### src/rtl/score_packer_pkg.sv
`default_nettype none
// ============================================================================
//  Module   : score_packer_pkg
//  Brief    : Shared defaults, FSM state encoding and the saturate helper
//             used by the score packer and its saturating adder.
//  Revision : 1.0 - initial release
// ============================================================================
package score_packer_pkg;

   // Default geometry of one classifier output frame
   localparam int c_DEF_DATA_WIDTH = 28;
   localparam int c_DEF_NUM_CLASS  = 10;
   localparam int c_DEF_PARTS      = 4;

   // FSM state enumeration (explicit 2-bit encoding)
   localparam int         c_ST_W        = 2;
   localparam logic [1:0] c_ST_COLLECT   = 2'd0;
   localparam logic [1:0] c_ST_ISSUE     = 2'd1;
   localparam logic [1:0] c_ST_WAIT_DONE = 2'd2;

   // Clamp a signed value into the range of a w-bit two's-complement number.
   // Works on a 64-bit container so callers of any width below 64 can share it.
   function automatic logic signed [63:0] saturate(input logic signed [63:0] v,
                                                   input int                 w);
      logic signed [63:0] hi;
      logic signed [63:0] lo;
      hi = (64'sd1 <<< (w - 1)) - 64'sd1;
      lo = -(64'sd1 <<< (w - 1));
      if (v > hi) begin
         return hi;
      end else if (v < lo) begin
         return lo;
      end else begin
         return v;
      end
   endfunction

endpackage
`default_nettype wire

### src/rtl/score_packer_sat_add.sv
`default_nettype none
// ============================================================================
//  Module   : sat_add
//  Brief    : Combinational signed adder whose result is clamped to OUT_W
//             bits. The sum is formed one bit wider than the inputs so it
//             can never wrap before the clamp is applied.
//  Revision : 1.0 - initial release
// ============================================================================
module sat_add
   import score_packer_pkg::*;
#(
   parameter int IN_W  = 30,
   parameter int OUT_W = 28
) (
   input  logic signed [IN_W-1:0]  a_i,
   input  logic signed [IN_W-1:0]  b_i,
   output logic signed [OUT_W-1:0] sum_o
);

   logic signed [IN_W:0] w_sum;
   logic signed [63:0]   w_wide;
   logic signed [63:0]   w_sat;
   logic                 w_unused_hi;

   // Full-precision sum, widened to the helper's container, then clamped
   assign w_sum       = (IN_W + 1)'(a_i) + (IN_W + 1)'(b_i);
   assign w_wide      = 64'(w_sum);
   assign w_sat       = saturate(w_wide, OUT_W);
   assign sum_o       = w_sat[OUT_W-1:0];
   // After clamping the upper bits only replicate the sign; they carry no data
   assign w_unused_hi = ^w_sat[63:OUT_W];

endmodule
`default_nettype wire

### src/rtl/score_packer.sv
`default_nettype none
// ============================================================================
//  Module   : score_packer
//  Brief    : Accumulates PARTS partial-sum beats per class, saturates each
//             class score to DATA_WIDTH bits and packs NUM_CLASS scores into
//             one wide word. The frame is presented with a one-cycle valid and
//             held until the downstream argmax comparator signals done.
//  Revision : 1.0 - initial release
// ============================================================================
module score_packer
   import score_packer_pkg::*;
#(
   parameter int DATA_WIDTH = c_DEF_DATA_WIDTH,
   parameter int NUM_CLASS  = c_DEF_NUM_CLASS,
   parameter int PARTS      = c_DEF_PARTS        // legal range 1..16
) (
   input  logic                             clk,
   input  logic                             rst,
   input  logic                             s_valid,
   output logic                             s_ready,
   input  logic signed [DATA_WIDTH-1:0]     s_data,
   input  logic                             s_last,
   output logic [DATA_WIDTH*NUM_CLASS-1:0]  layer_out,
   output logic                             valid,
   input  logic                             done,
   output logic                             frame_err
);

   // Accumulator holds up to PARTS sign-extended beats without wrapping
   localparam int c_AW  = DATA_WIDTH + $clog2(PARTS);
   localparam int c_PCW = (PARTS > 1) ? $clog2(PARTS) : 1;
   localparam int c_CCW = (NUM_CLASS > 1) ? $clog2(NUM_CLASS) : 1;

   logic [c_ST_W-1:0]       state_q, state_d;
   logic [c_PCW-1:0]        part_q, part_d;
   logic [c_CCW-1:0]        class_q, class_d;
   logic signed [c_AW-1:0]  acc_q, acc_d;
   logic                    err_q, err_d;
   logic [DATA_WIDTH-1:0]   slot_q [NUM_CLASS];

   logic                    w_accept;
   logic                    w_last_part;
   logic                    w_last_class;
   logic                    w_final;
   logic                    w_slot_we;
   logic signed [c_AW-1:0]  w_ext;
   logic signed [DATA_WIDTH-1:0] w_sat;

   assign s_ready      = (state_q == c_ST_COLLECT);
   assign valid        = (state_q == c_ST_ISSUE);
   assign frame_err    = err_q;

   assign w_accept     = s_valid && s_ready;
   assign w_last_part  = (part_q == c_PCW'(PARTS - 1));
   assign w_last_class = (class_q == c_CCW'(NUM_CLASS - 1));
   assign w_final      = w_last_part && w_last_class;
   assign w_ext        = c_AW'(s_data);

   // Class score = running partial sum plus the final beat, clamped
   sat_add #(
      .IN_W  (c_AW),
      .OUT_W (DATA_WIDTH)
   ) u_sat_add (
      .a_i   (acc_q),
      .b_i   (w_ext),
      .sum_o (w_sat)
   );

   // Next-state logic: beat bookkeeping, framing checks and issue handshake
   always_comb begin
      state_d   = state_q;
      part_d    = part_q;
      class_d   = class_q;
      acc_d     = acc_q;
      err_d     = 1'b0;
      w_slot_we = 1'b0;
      case (state_q)
         c_ST_COLLECT: begin
            if (w_accept) begin
               if (s_last && !w_final) begin
                  // Early s_last: abandon the partial frame and restart
                  err_d   = 1'b1;
                  part_d  = '0;
                  class_d = '0;
                  acc_d   = '0;
               end else if (w_last_part) begin
                  w_slot_we = 1'b1;
                  acc_d     = '0;
                  part_d    = '0;
                  if (w_last_class) begin
                     // Missing s_last is flagged but the frame is still issued
                     class_d = '0;
                     state_d = c_ST_ISSUE;
                     err_d   = !s_last;
                  end else begin
                     class_d = class_q + 1'b1;
                  end
               end else begin
                  acc_d  = acc_q + w_ext;
                  part_d = part_q + 1'b1;
               end
            end
         end
         c_ST_ISSUE: begin
            state_d = c_ST_WAIT_DONE;
         end
         c_ST_WAIT_DONE: begin
            if (done) begin
               state_d = c_ST_COLLECT;
            end
         end
         default: begin
            state_d = c_ST_COLLECT;
         end
      endcase
   end

   // Control and accumulator registers
   always_ff @(posedge clk) begin
      if (rst) begin
         state_q <= c_ST_COLLECT;
         part_q  <= '0;
         class_q <= '0;
         acc_q   <= '0;
         err_q   <= 1'b0;
      end else begin
         state_q <= state_d;
         part_q  <= part_d;
         class_q <= class_d;
         acc_q   <= acc_d;
         err_q   <= err_d;
      end
   end

   // Score slots: only the completing class is written, others keep their value
   always_ff @(posedge clk) begin
      if (rst) begin
         for (int k = 0; k < NUM_CLASS; k++) begin
            slot_q[k] <= '0;
         end
      end else if (w_slot_we) begin
         slot_q[class_q] <= w_sat;
      end
   end

   generate
      for (genvar k = 0; k < NUM_CLASS; k++) begin : g_pack
         assign layer_out[DATA_WIDTH*k +: DATA_WIDTH] = slot_q[k];
      end
   endgenerate

endmodule
`default_nettype wire

### config.mk
export PLATFORM = sky130hd
export DESIGN_NAME = score_packer
export DESIGN_NICKNAME = d
export VERILOG_FILES = /design/src/rtl/score_packer_pkg.sv /design/src/rtl/score_packer_sat_add.sv /design/src/rtl/score_packer.sv
export SDC_FILE = /design/constraint.sdc
export NUM_CORES = 1
export LEC_CHECK = 0
export BUFFER_PORTS_ARGS = -buffer_cell sky130_fd_sc_hd__buf_4
export CORE_UTILIZATION = 59
export DETAILED_ROUTE_END_ITERATION = 8
export PLACE_DENSITY = 0.93
export RECOVER_POWER = 25
export SYNTH_ARGS = -nofsm -noshare
export SYNTH_HDL_FRONTEND = slang
export SYNTH_HIERARCHICAL = 1
export SYNTH_SLANG_ARGS = --single-unit
### constraint.sdc
create_clock -name clk -period 8.35 [get_ports clk]
set_input_delay 0.835 -clock clk [delete_from_list [all_inputs] [get_ports clk]]
set_output_delay 0.835 -clock clk [all_outputs]
set_load 0.05 [all_outputs]
# Word level (Yosys, flattened, before mapping)
# Memories as Yosys holds them, arrays and structs flattened.
# Cells that the tools add are included.
classes:
  magnitude_cmp: 2
  multipliers: 0
  add_sub_neg: 4
  n_mux: 30
  n_eq_ne: 9
  shifts: 0
  div: 0
  reduce_logical: 12
  bitwise_logic: 2
ops:
  columns: ["cell", "n"]
  rows:
  - ["$mux W28", 3]
  - ["$mux W30", 2]
  - ["$add A30 B28 Y31", 1]
  - ["$gt A31 B28 Y1 const B", 1]
  - ["$lt A31 B28 Y1 const B", 1]
  - ["$add A30 B28 Y30", 1]
  - ["$reduce_or A28 Y1", 1]
  - ["$mux W4", 4]
  - ["$mux W2", 7]
  - ["$mux W1", 13]
  - ["$ne A2 B1 Y1 const B", 3]
  - ["$pmux W2 S3", 1]
  - ["$reduce_and A5 Y1", 1]
  - ["$add A4 B1 Y4 const B", 1]
  - ["$eq A2 B2 Y1 const B", 2]
  - ["$eq A4 B4 Y1 const B", 1]
  - ["$ne A2 B2 Y1 const B", 2]
  - ["$logic_and A1 B1 Y1", 3]
  - ["$reduce_and A3 Y1", 1]
  - ["$reduce_or A3 Y1", 1]
  - ["$add A2 B1 Y2 const B", 1]
  - ["$eq A2 B1 Y1 const B", 1]
  - ["$logic_not A1 Y1", 2]
  - ["$logic_not A2 Y1", 1]
  - ["other kinds (3)", 4]
totals:
  inputBits: 33
  romBits: 0
  n_memories: 1
  latch_bits: 0
  word_cells: 65
  output_inout_bits: 283
  regBits: 39
  mem_bits_rw: 280
memory_table:
  columns: ["name", "depth", "word_bits", "read_ports", "rd_ports_with_merged_regs", "wr", "line_no", "rtl"]
  rows:
  - ["slot_q", 10, 28, 10, 0, 10, "score_packer.sv:39", "logic [DATA_WIDTH-1:0] slot_q [NUM_CLASS];"]

# Depth between registers and ports, before layout
# Gate-level depths: netlist (run 1).
depth:
  depth_word: 12
  mapped_depth: 14
  depth_no_buf: 13

# Modules after synthesis
# The synthesis (run 1) kept the hierarchy.
by_module_without_submodules:
  columns: ["mod", "instances", "area_each_um2", "cells_per_inst"]
  rows:
  - ["score_packer", 1, 12907.4, 1004]
  - ["sat_add", 1, 1915.6, 260]

# Worst setup path before layout (run 1)
# No wires, ideal clock.
synth_path:
  path_type: "input -> register"
  startpoint: "input s_data[16]"
  endpoint: "memory slot_q[0][13] (netlist bit), data pin"
  cell_stages: 12
  t_required_ns: 8.085
  t_arrival_ns: 3.457
  setup_slack_ns: 4.628
  setup_time_ns: 0.265
  path_cell_list: "ha_1 and3_1 a221o_1 a221oi_2 nand2_1 or4_1 nand4_2 a31oi_4 buf_6 a21o_1 nand2_1 nor2_1"
synth_rtl:
  columns: ["element", "line_no", "rtl"]
  rows:
  - ["start, declared", "score_packer.sv:21", "input logic signed [DATA_WIDTH-1:0] s_data,"]
  - ["end, declared", "score_packer.sv:39", null]

==> results of run 1 <==
==> worst register-to-register path, cell delays in order (launching register included) <==
cell and delay [ps]:
dfxtp_1 340, ha_1 400, a21o_1 190, a21o_1 210, a2111oi_0 410, o22ai_1 150, a21oi_1 270, o31ai_4 130
xnor2_2 190, o31ai_4 950, a21o_2 310, nand2_1 210, nor2_1 380
==> routing by layer <==
metal  global-route usage  up-vias  wire, um
met2               0.5811      882     21770
li1                     -     5104         -
met5                    0        -         0
met1               0.4133     5545     15830
met4               0.1961        0      2774
met3              0.05501      168      4707
==> area by class of cell <==
class                           count  area (um^2)  share of cell area
Clock buffer                       35        748.2             0.04256
Timing Repair Buffer              330         1678             0.09543
Multi-Input combinational cell    843         5202              0.2959
Inverter                           46        172.7            0.009821
Sequential cell                   319         9189              0.5226
Clock inverter                     19        186.4             0.01060
Tap cell                          324        405.4             0.02306
==> registers in the layout, summed over array words and instances, names as in the netlist <==
| name | cells |
|---|---|
| slot_q | 280 |
| acc_q | 30 |
| class_q | 4 |
| part_q | 2 |
| state_q | 2 |
| frame_err | 1 |
==> synthesized netlist by cell type, types with 11 or more instances <==
cell type and n:
edfxtp_1 280, nor2_1 250, nand2_1 88, ha_1 62
and2_1 60, a21oi_1 54, a21o_1 52, inv_1 46
dfxtp_1 39, o21ai_0 31, xnor2_1 30, clkbuf_1 26
xor2_1 21, buf_2 19, nand3_1 18, a31oi_1 12
a22oi_1 11, nand2b_1 11, nor3_1 11
==> final timing paths <==
path,from,to,slack (ps),depth (start not counted)
setup / recovery,s_data[20],slot_q[1][0],3930,13
hold / removal,part_q[1],part_q[1],470,2
setup reg to reg,acc_q[20],slot_q[1][0],3980,12
hold reg to reg,part_q[1],part_q[1],470,2
==> through the flow <==
step	cells	setup WS [ps]	hold WS [ps]
after CTS	1916	4067	476.7
final	1916	3930	470.9
after floorplan	1264	4628	435.6
after global routing	1916	3830	500.6
after global placement	1862	3661	443.0
after detailed placement	1862	3582	467.6
==> power by group <==
part / switching [W] / internal (W)
Combinational: 0.000458 / 0.000177
Sequential: 0.0000322 / 0.00179
Clock: 0.000584 / 0.000735
==> logic make-up (layout without fill, tap and decap cells) <==
logic type | after synthesis | in the layout | share of synthesized area
simple gates | 494 | 494 | 0.1529
flops | 319 | 319 | 0.6199
compound gates | 232 | 232 | 0.1100
buf+inv | 102 | 430 | 0.03030
fa+ha+maj | 64 | 64 | 0.05503
xor+xnor | 52 | 52 | 0.03123
mux | 1 | 1 | 0.0006753
==> impl_results.md, run 1 <==
* Largest net degree at the start of global routing at 39
* Worst Max-Slew Pin Slew at 1722 ps
* H-tree depth at 1
* Power Total at 0.003771 W
* Iter 0 DRT Violations at 1276
* GP Congestion at between 0.8 and 0.9
* Ports at 316
* Commonest cells after routing, fill and taps aside: edfxtp_1, nor2_1, clkbuf_1
* Final core area utilization at 0.7187
* Count of cell types in the netlist at a little under 80
* Row cnt at 57
* EDFF count, synth at 280
* Most common cell after layout, fill and taps aside: edfxtp_1
* Synthesis-to-finish area growth at 18.61%
* Starting density of the core at 0.6060
* Clock latency on the worst-skew pair at between 500 and 600 ps
* Post-DR wirelength/cell at 23.53 um
* Worst Setup End Kind: flop
* CP arrival at 4750 ps
* Dpl cell area at 17450 um^2
* Final Hold Vio Count at 0
* Fmax at 226.2 MHz
* Final setup vio count at 0
* Post-route ant nets at 0
* Failing checks: capacitance limit, slew limit
* Bufs on Longest Clock Path at 3
* Synth warn at 6
* PostCTS Resize Cnt at 0
* Finished Cell Area at between 15000 and 20000 um^2
* Number of global-route vias before repair at roughly 11000
* Post-Synthesis Cells at about 1300
* DR pass1 iterations at 6
* Initial antenna violation count at 0
* Crit Path Max Fanout at 27
* Slowest cell on crit path: o31ai_4
* Worst Setup Start Kind: input pin
* WP buf/inv at 1
* Netlist area before placement at between 10000 and 15000 um^2
* Core footprint at 24460 um^2
* Antenna cell count at 0
* Peak VDD IR at 0.2099 mV
* Area leader, netlist: edfxtp_1
* Final net count at 1666
* First-pass GRT wire length at approximately 66000 um
* Vias at between 10000 and 15000
* Setup TNS at 0 ps
* RSZ-0062 raised after global routing: false
* Clock Skews at 28.82 ps
* CTS tree: yes
* Ys flop type: edfxtp_1
* Syn nets at 1361
* Pwr dens at roughly 210 nW/um^2
* Cts hold-fix bufs at 0
* Postcts setup bufs at 0
* Worst slew margin at -0.1480
* Overall Global Routing Usage at 0.3413
* CP top delay family: compound AO/OA/AOI/OAI gates
* Root buf cell: clkbuf_16
* Period utilization at 0.5294
* Share of layout cells above drive strength 1 at 0.1275
* Post-Route WL at 45090 um
* Avg Inst Size Synth at around 12 um^2
* Die area at 25760 um^2
* CTS Buf Count at 29
* Chip Width at 160.5 um
* Critical Path RT at just under 9000 ps
* Status: finished with violations
* Synth top area cells: edfxtp_1, nor2_1, dfxtp_1
* Final min period at 4420 ps
* Filler cell count at about 1800
* Kind of critical path: in2reg
* Crit-path cells: buf_4, ha_1, a21o_1, a21o_1, a2111oi_0, o22ai_1, a21oi_1, o31ai_4, xnor2_2, o31ai_4, a21o_2, nand2_1, nor2_1
* Leakage at 7.057 nW
* Hpwl dp at 30750 um
* DRC violations left at 0
* Global route overflow at 0
* Synth Register Bits at 319
* Die H at 160.5 um
* Share of the synthesized area in the top cell type at 0.5672
* CP max stage delay at roughly 950 ps
* Sink Count at 319
* Pins Over Slew Limit at 39
* Port Buffers at 315
* Clock-pin slew on the worst setup and hold paths at ~70 ps
* Hold WC Path Type: reg2reg
* Ys async rst share at 0
* DR vias/cell at ~6
* MaxCap Viol Count at 1
* Seq/Total Area, Yosys at 0.6199
No activity file was read; power rests on OpenSTA's default activity.
==> run 2: changes to the inputs <==
Settings changed: CORE_UTILIZATION 59 to 50, PLACE_DENSITY 0.93 to 0.85.
Clock period 8.35 ns to 3.7 ns, I/O delays scaled along.
==> run 2 against run 1 <==
Against the previous run:
- the run now ends clean
- largest power group unchanged
- first-iteration DRC count is 19% lower
- largest cell class unchanged
- register-to-register slack lost 3900 ps
- sequential cell count stayed put
- design area increased by 6.0%
==> impl_results.md, run 2 (synthesized netlist as in run 1, its figures left out) <==
* Worst Max-Slew Pin Slew at 1145 ps (-577.3 ps)
* Pwr dens at 480.1 nW/um^2 (+120%)
* Share of layout cells above drive strength 1 at 0.1726 (+0.04511)
* Die area at 30340 um^2 (+18%)
* Combinational power share at 0.181 (+0.013)
* Worst Setup End Kind: flop
* Biggest regs: slot_q (280), acc_q (30), class_q (4)
* Worst slew margin at 0.2340 (+0.3820)
* Crit Path Max Fanout at 23 (-15%)
* Pins Over Slew Limit at 0 (-100%)
* Internal at 0.006419 W (+140%)
* Largest net degree at the start of global routing at 39 (unchanged)
* Commonest cells after routing, fill and taps aside: edfxtp_1, nor2_1, clkbuf_1
* Number of global-route vias before repair at 11110 (-1.8%)
* Final setup vio count at 0 (unchanged)
* Hold WC Path Type: in2reg
* Kind of critical path: reg2reg
* DR vias/cell at 5.577 (-8.7%)
* Clock-pin slew on the worst setup and hold paths at 60 ps (about the same)
* Vias at 11510 (-1.6%)
* Leakage at 7.585 nW (+7.5%)
* CP arrival at 3820 ps (-930 ps)
* GP Congestion at 0.8603 (-4.2%)
* Clock Skews at 21.48 ps (-7.345 ps)
* Antenna cell count at 0 (unchanged)
* Cts hold-fix bufs at 0 (unchanged)
* Final net count at 1751 (+5.1%)
* Most common cell after layout, fill and taps aside: edfxtp_1
* Fmax at 280.0 MHz
* Starting density of the core at 0.5123 (-0.09367)
* Synthesis-to-finish area growth at 25.75%
* Iter 0 DRT Violations at 1035 (-19%)
* Status: finished clean
* Bufs on Longest Clock Path at 3 (unchanged)
* Chip Width at 174.2 um (+8.5%)
* Sink Count at 319 (unchanged)
* Switching share of power at 0.2828 (-0.002194)
* Hpwl dp at 30340 um (-1.3%)
* Peak VDD IR at 0.2560 mV (+22%)
* Overall Global Routing Usage at 0.2749 (-0.06636)
* H-tree depth at 2 (+1)
* Post-route ant nets at 0 (unchanged)
* Top reg by flops: slot_q
* Root buf cell: clkbuf_16
* Global route overflow at 0 (unchanged)
* Flop pwr share at 0.458 (-0.024)
* MaxCap Viol Count at 0 (-1)
* Die H at 174.2 um (+8.5%)
* Worst Setup Start Kind: flop
* Non-Filler Instances at 2064 (+7.7%)
* Period utilization at 0.9653
* Clock latency on the worst-skew pair at 520 ps (-40 ps)
* Fin Hold WS at 184.8 ps (-286.1 ps)
* Initial antenna violation count at 0 (unchanged)
* Max reg flops at 280 (unchanged)
* Post-Route WL at 42870 um (-4.9%)
* Ports at 316 (unchanged)
* First-pass GRT wire length at 63310 um (-4.3%)
* CTS tree: yes
* Setup TNS at 0 ps (unchanged)
* P_sw at 0.002531 W (+140%)
* Clk pwr share at 0.362 (+0.012)
* DR pass1 iterations at 6 (unchanged)
* Final Hold Vio Count at 0 (unchanged)
* Critical Path RT at 3950 ps (-4730 ps)
* Placed insts at 1997 (+7.3%)
* DRC violations left at 0 (unchanged)
* Row cnt at 62 (+8.8%)
* CTS Buf Count at 34 (+17%)
* Post-DR wirelength/cell at 20.77 um (-12%)
* Port Buffers at 315 (unchanged)
* Final min period at 3572 ps
* Core footprint at 28940 um^2 (+18%)
-- run 2: changes by cell type in the layout (fill, tap and decap cells not counted), moves of 2 or more --
cell / before / now
buf_4: 117 / 174
buf_12: 0 / 17
clkbuf_1: 219 / 226
nand2_1: 88 / 82
nand2_2: 2 / 8
clkbuf_16: 29 / 34
a2111oi_0: 3 / 0
clkinv_4: 3 / 0
a2111oi_1: 0 / 2
clkinv_2: 6 / 8
nand2b_1: 8 / 10
nand2b_2: 3 / 1
-- run 2: path summary, 6_finish.rpt --
kind,startpoint,to,slack [ps],depth (start not counted)
hold reg to reg,part_q[1],part_q[1],480,2
hold / removal,done,state_q[1],180,4
setup / recovery,acc_q[16],slot_q[5][20],130,12
setup reg to reg,acc_q[16],slot_q[5][20],130,12
-- run 2: per-layer routing --
layer  up-vias  wire length [um]  GRT usage
met5         -                 0          0
met4         0              1859     0.1272
met3       116              3332    0.02843
met2       654             21140     0.4733
met1      5445             16540     0.3494
li1       5296                 -          -
-- run 2: power by group through the flow --
stage                     clock, W  sequential, W  combinational, W
after floorplan                  0        0.00454          0.000681
after global placement           0        0.00417           0.00157
after detailed placement         0        0.00417           0.00159
after CTS                  0.00325        0.00410           0.00164
after global routing       0.00338        0.00410           0.00172
final                      0.00324        0.00409           0.00162
-- run 2: final cells by class --
type | instances | area (um^2)
multi-input combinational | 844 | 5281
timing repair buffer | 409 | 2465
clock buffer | 42 | 880.8
sequential | 319 | 9189
fill | 2298 | 10290
tap | 384 | 480.5
inverter | 46 | 172.7
clock inverter | 20 | 171.4
-- run 2: worst max-delay path, cell delays in order, from the launching register on --
cell	delay [ps]
dfxtp_1	330
ha_1	350
and3_1	250
a221o_1	370
a221oi_2	330
nand2_1	150
or4_4	510
nand4_4	140
a31oi_4	120
buf_12	170
a21o_1	190
nand2_1	280
nor2_1	90
-- run 2: repair_timing --
action,4_1_cts,5_1_grt
setup endpoints to repair,217,228
pin swaps,1,3
buffers inserted,2,2
cloned,1,0
resized for setup,3,14
-- run 2: per-stage QoR --
| step | setup slack [ps] | power [W] | util | instance area, um^2 |
|---|---|---|---|---|
| after floorplan | 443.4 | 0.005222 | - | 14820 |
| after global placement | -303.7 | 0.005735 | 0.6313 | 18270 |
| after detailed placement | -365.3 | 0.005765 | 0.6313 | 18270 |
| after CTS | 0.3122 | 0.008995 | 0.6697 | 19380 |
| after global routing | -8.616 | 0.009200 | 0.6442 | 18640 |
| final | 128.3 | 0.008949 | 0.6442 | 18640 |
